File: config.mk
export PLATFORM = sky130hd
export DESIGN_NAME = neuron
export DESIGN_NICKNAME = d
export VERILOG_FILES = /design/src/rtl/neuron.sv
export SDC_FILE = /design/constraint.sdc
export NUM_CORES = 1
export LEC_CHECK = 0
export BUFFER_PORTS_ARGS = -buffer_cell sky130_fd_sc_hd__buf_2
export CAP_MARGIN = 15
export CORE_MARGIN = 3
export CORE_UTILIZATION = 46
export DETAILED_ROUTE_END_ITERATION = 10
export PLACE_DENSITY = 0.64
export RECOVER_POWER = 25
export REMOVE_ABC_BUFFERS = 1
export SYNTH_ARGS = -nofsm -noshare
export SYNTH_HDL_FRONTEND = slang
export SYNTH_SLANG_ARGS = --single-unit
File: constraint.sdc
create_clock -name clk -period 10.6 [get_ports clk]
set_input_delay 1.06 -clock clk [delete_from_list [all_inputs] [get_ports clk]]
set_output_delay 1.06 -clock clk [all_outputs]
set_load 0.03 [all_outputs]
File: src/rtl/neuron.sv
// Single-synapse spiking neuron: saturating 5-bit membrane potential that fires
// a one-cycle positive or negative output spike when it reaches +/-threshold.
module neuron (
    input  logic       clk,
    input  logic       rst,
    input  logic       weight,
    input  logic [3:0] threshold,
    input  logic       pos_in,
    input  logic       neg_in,
    output logic       pos_out,
    output logic       neg_out
);

    localparam int unsigned POT_W = 5;
    localparam int unsigned EXT_W = POT_W + 1;
    localparam logic signed [EXT_W-1:0] POT_MAX = 6'sd15;
    localparam logic signed [EXT_W-1:0] POT_MIN = -6'sd15;

    logic signed [POT_W-1:0] pot;
    logic signed [EXT_W-1:0] delta_c;
    logic signed [EXT_W-1:0] sum_c;
    logic signed [EXT_W-1:0] nxt_c;
    logic signed [EXT_W-1:0] thr_c;
    logic signed [EXT_W-1:0] neg_thr_c;
    logic                    fire_pos_c;
    logic                    fire_neg_c;

    // Signed step from the input spikes; weight=0 inverts the synapse polarity.
    always_comb begin
        delta_c = 6'sd0;
        if (pos_in && !neg_in) begin
            delta_c = weight ? 6'sd1 : -6'sd1;
        end else if (neg_in && !pos_in) begin
            delta_c = weight ? -6'sd1 : 6'sd1;
        end
    end

    // One extra bit of headroom so +/-16 is representable before clamping.
    always_comb begin
        sum_c = $signed({pot[POT_W-1], pot}) + delta_c;
        nxt_c = sum_c;
        if (sum_c > POT_MAX) begin
            nxt_c = POT_MAX;
        end else if (sum_c < POT_MIN) begin
            nxt_c = POT_MIN;
        end
    end

    always_comb begin
        thr_c      = $signed({2'b00, threshold});
        neg_thr_c  = -thr_c;
        fire_pos_c = (threshold != 4'd0) && (nxt_c >= thr_c);
        fire_neg_c = (threshold != 4'd0) && (nxt_c <= neg_thr_c);
    end

    // A fire consumes the potential; the two fire conditions are exclusive
    // because a nonzero threshold cannot be met from both sides at once.
    always_ff @(posedge clk or posedge rst) begin
        if (rst) begin
            pot     <= '0;
            pos_out <= 1'b0;
            neg_out <= 1'b0;
        end else begin
            pos_out <= fire_pos_c;
            neg_out <= fire_neg_c;
            if (fire_pos_c || fire_neg_c) begin
                pot <= '0;
            end else begin
                pot <= nxt_c[POT_W-1:0];
            end
        end
    end

endmodule

**After elaboration in Yosys (flattened, before gate mapping)**

Cells that the tools add are included.

- Bits in registers: 7
- Input bits: 9
- Output and inout port bits: 2
- Logic and storage cells: 24

- Add/subtract/negate cells: 2
- Magnitude comparators: 4
- Muxes and demuxes: 7
- Reduce and logical (&&, ||, !) cells: 8

Operators by type and width:

| cell | number |
|---|---|
| $mux 6 | 6 |
| $add 5x6->6 | 1 |
| $ge 6x5->1 | 1 |
| $gt 6x5->1 const B | 1 |
| $le 6x6->1 | 1 |
| $lt 6x5->1 const B | 1 |
| $neg 4->6 | 1 |
| $mux 5 | 1 |
| $logic_and 1x1->1 | 4 |
| $reduce_bool 4->1 | 1 |
| $logic_not 1->1 | 2 |
| $logic_or 1x1->1 | 1 |

**Depth between registers and ports, before layout**

- Word-level depth: 12
- Gate-level depth with buffers: 23
- Mapped depth without buffers: 23

**Least setup slack after synthesis**

No wires, ideal clock.

- Path type: input to register
- Start point: input neg_in
- End point: register pot[0]
- Setup time: 0.094 ns
- Arrival: 4.799 ns
- Data required time: 10.506 ns
- Slack: 5.707 ns
- Stages on the path: 22
- Path buffers: 0
- Path through: inv_1 -> ha_1 -> inv_1 -> o21ai_0 -> ha_1 -> a211o_1 -> and2_1 -> nor4_1 -> a21oi_1 -> nand3b_1 -> ha_1 -> nor2_1 -> o211ai_1 -> o211ai_1 -> a211oi_1 -> inv_1 -> ha_1 -> nand3_1 -> o21bai_1 -> a31oi_1 -> nor2_1 -> a211oi_1

- Word-level cells in the longest chain between the ends: 11

RTL lines:

| what | line | text |
|---|---|---|
| start, declared | 9 | `input logic neg_in,` |
| $logic_and 1x1->1 or $logic_not 1->1 (tied branches) | 33, 31 |  |
| $mux 6 or $logic_and 1x1->1 (tied branches) | 33, 31 |  |
| $mux 6 * | 31 | `if (pos_in && !neg_in) begin` |
| $add 5x6->6 * | 40 | `sum_c = $signed({pot[POT_W-1], pot}) + delta_c;` |
| $lt 6x5->1 | 44 | `end else if (sum_c < POT_MIN) begin` |
| $mux 6 | 44 |  |
| $mux 6 * | 42 | `if (sum_c > POT_MAX) begin` |
| $le 6x6->1 * | 53 | `fire_neg_c = (threshold != 4'd0) && (nxt_c <= neg_thr_c);` |
| $logic_and 1x1->1 * | 53 |  |
| via fire_neg_c | 26 | `logic fire_neg_c;` |
| $logic_or 1x1->1 * | 66 | `if (fire_pos_c \|\| fire_neg_c) begin` |
| $mux 5 * | 66 |  |
| end signal, assigned | 69 | `pot <= nxt_c[POT_W-1:0];` |
| end, declared | 19 | `logic signed [POT_W-1:0] pot;` |

Mark *: on every way through the listed nets, which the timed path passes. The rest lies on a longest branch.

**Worst setup path after layout**

- Start point: input neg_in
- End point: register pot[4]

The elaborated chain is that of the path after synthesis.

==> out/qor.yml <==
yosys:
  ys_seq_area_share_pct: 18.37
  ys_ff_latch: 7
  synth_area_leaders: "ha_1, dfrtp_1, inv_1"
  synth.distinct_cells: 38
  synth.largest_area_cell: "ha_1"
  syn_area_um2: 953.4
  avgSynthCellArea_um2: 8.437
  syn-instance-count: 113
  yosysTopAreaCellShare_pct: 23.62
  yosysWarnings: 0
grt:
  grt_pass1_vias: 911
  antenna_found_initial: 0
  grt_pass1_wl_um: 3677
  grt_max_degree: 8
  overflow: 0
  grt.total_usage_pct: 17.87
critical_path:
  path_max_fanout: 7
  cp_cell_sequence: "buf_2, inv_1, ha_1, inv_1, o21ai_0, ha_1, a211o_1, and2_1, nor4_1, a21oi_1, nand3b_1, ha_1, nor2_1, o211ai_1, o211ai_1, a211oi_1, inv_1, ha_1, nand3_1, o21bai_1, a31oi_1, nor2_1, nor4_1"
  end_kind: "flop"
  cp_top_family: "compound AO/OA/AOI/OAI gates"
  start_kind: "input port"
  worstPathArrival_ns: 5.52
  cpMostUsedCell: "ha_1"
  critPathKind: "input port to flop"
  max_stage_delay_ns: 0.46
  crit_required_ns: 10.74
  cp-startpoint: "neg_in"
  r2r-start: "pot[1]"
  cp_num_buf_inv: 4
  critPathSlowestCell: "o21ai_0"
clock_tree:
  clk_latency_ns: 0.26
  htree_levels: 1
  cts.root.buffer_cell: "clkbuf_4"
  cts_setup_buffers: 0
  cts_resized: 0
  hold_buffers: 0
  cts_tree: "yes"
  cts_sinks: 7
  cts_buffer_depth: 2
  cts-buffers-inserted: 3
  path_clk_slew_ns: 0.06
drt:
  wire_per_inst_um: 12.64
  drc: 0
  num_vias: 863
  viasPerCell: 5.678
  drt_iter0_markers: 12
  drt-pass1-iter-count: 4
  antenna_left: 0
  wirelength_um: 1921
cells_and_area:
  layout-drive-gt1-share_pct: 18.11
  fin_area_um2: 1062
  antennaDiodeCount: 0
  final_net_count: 156
  layout.cells.non_filler: 152
  area_growth_pct: 11.42
  final_cell_mix: "inv_1, ha_1, nor2_1, buf_2, dfrtp_1"
  n_fill_cell: 179
floorplanning:
  die_height_um: 51.53
  die_width_um: 51.53
  coreArea_um2: 1839
  ios: 11
  dieArea_um2: 2655
  rows: 15
  initial_utilization_pct: 51.84
placed_design:
  gp_congestion: 0.8665
  pre_cts_ws_ns: 4.964
  dp_cells: 148
  io_buffers: 10
  dpl-instance-area_um2: 1035
  hpwl_um: 1668
hold_path:
  hp-class: "input port to async pin"
sta:
  finalHoldViolations: 0
  setup_ws_ns: 5.220
  setup_tns_ns: 0
  tightest_slew_ns: 0.5683
  final.period_utilization_pct: 50.75
  setup_violations: 0
  fin_skew_ns: 0.003588
  slew-limit-headroom_pct: 61.71
  clock.fmax_ghz: 0.1859
  rsz0062_at_grt: "false"
  period_minus_slack_ns: 5.380
  maxSlewViolCount: 0
status:
  status: "completed"
power:
  power.leakage_nw: 0.5614
  ir_worst_vdd_mv: 0.1089
  power_density_nw_per_um2: 189.9
  power_w: 0.0002018
job:
  maxCapViolations: 0
## path summary, 6_finish.rpt
kind | to | slack [ns] | cells after the start
min reg2reg | pot[0] | 0.81 | 3
max in group asynchronous | pot[4] | 9.69 | 2
min | pot[3] | 0.71 | 2
min in group clk | pot[0] | 0.81 | 3
max reg2reg | pot[4] | 6.47 | 18
max | pot[4] | 5.22 | 23
## sequential cells by signal, indices dropped and copies added, names as in the netlist
name / cells
pos_out: 1
neg_out: 1
pot: 5
## cell usage after synthesis, drive strengths merged
library cell / instances
nand2b: 1
or2: 3
a211oi: 5
a21oi: 4
o22ai: 2
nand3b: 1
a211o: 1
fa: 1
o21bai: 1
nand3: 3
ha: 18
o221ai: 1
nand2: 3
nor4: 3
o21ai: 5
dfrtp: 7
nor3: 3
a31oi: 1
o21a: 2
xor2: 2
o311ai: 1
o31a: 1
xnor2: 2
nor3b: 1
and2: 2
or4b: 1
a21o: 3
inv: 18
o31ai: 2
o2111ai: 1
nor2: 10
nor2b: 2
o211ai: 2
## worst reg2reg max path: stages (launching register included)
cell and delay, ns:
dfrtp_1 0.38, ha_1 0.31, a211o_1 0.34, and2_1 0.19, nor4_1 0.18, a21oi_1 0.10, nand3b_1 0.18, ha_1 0.40
nor2_1 0.07, o211ai_1 0.08, o211ai_1 0.12, a211oi_1 0.33, inv_1 0.12, ha_1 0.31, nand3_1 0.11, o21bai_1 0.18
a31oi_1 0.25, nor2_1 0.15, nor4_1 0.23
## cell type report
class	instances	area, um^2	share of cell area (%)
Timing Repair Buffer	10	50.05	4.711
Sequential cell	7	175.2	16.49
Multi-Input combinational cell	88	710.7	66.90
Clock buffer	3	22.52	2.120
Tap cell	25	31.28	2.945
Inverter	18	67.56	6.360
Clock inverter	1	5.005	0.4711
## routing by layer
metal / vias to the layer above / GRT usage [%] / part of all wire [%]
met5: - / 0 / 0
met3: 5 / 2.579 / 2.9
met1: 405 / 20.93 / 44
li1: 435 / - / -
met2: 18 / 32.63 / 52
met4: 0 / 6.550 / 1.8
## per-stage QoR
step	hold slack [ns]	util, %
after global placement	0.7853	56.26
after global routing	0.7283	57.76
after CTS	0.7139	57.76
after detailed placement	0.8078	56.26
after floorplan	0.7018	-
final	0.7086	57.76
## kinds of logic after synthesis
group                    after synthesis  share of synthesized area (%)
buffers and inverters                 18                          7.086
XOR/XNOR                               4                          3.675
flip-flops                             7                          18.37
AO/OA/AOI/OAI                         32                          26.12
adder cells (fa/ha/maj)               19                          25.72
AND/OR/NAND/NOR                       33                          19.03
## power by group
part	leakage, nW	internal, W	total [W]	switching, W
Clock	0.0177	0.0000138	0.0000247	0.0000108
Sequential	0.0918	0.0000352	0.0000373	0.00000209
Combinational	0.452	0.0000575	0.000140	0.0000823
(Power assumes the default switching activity.)
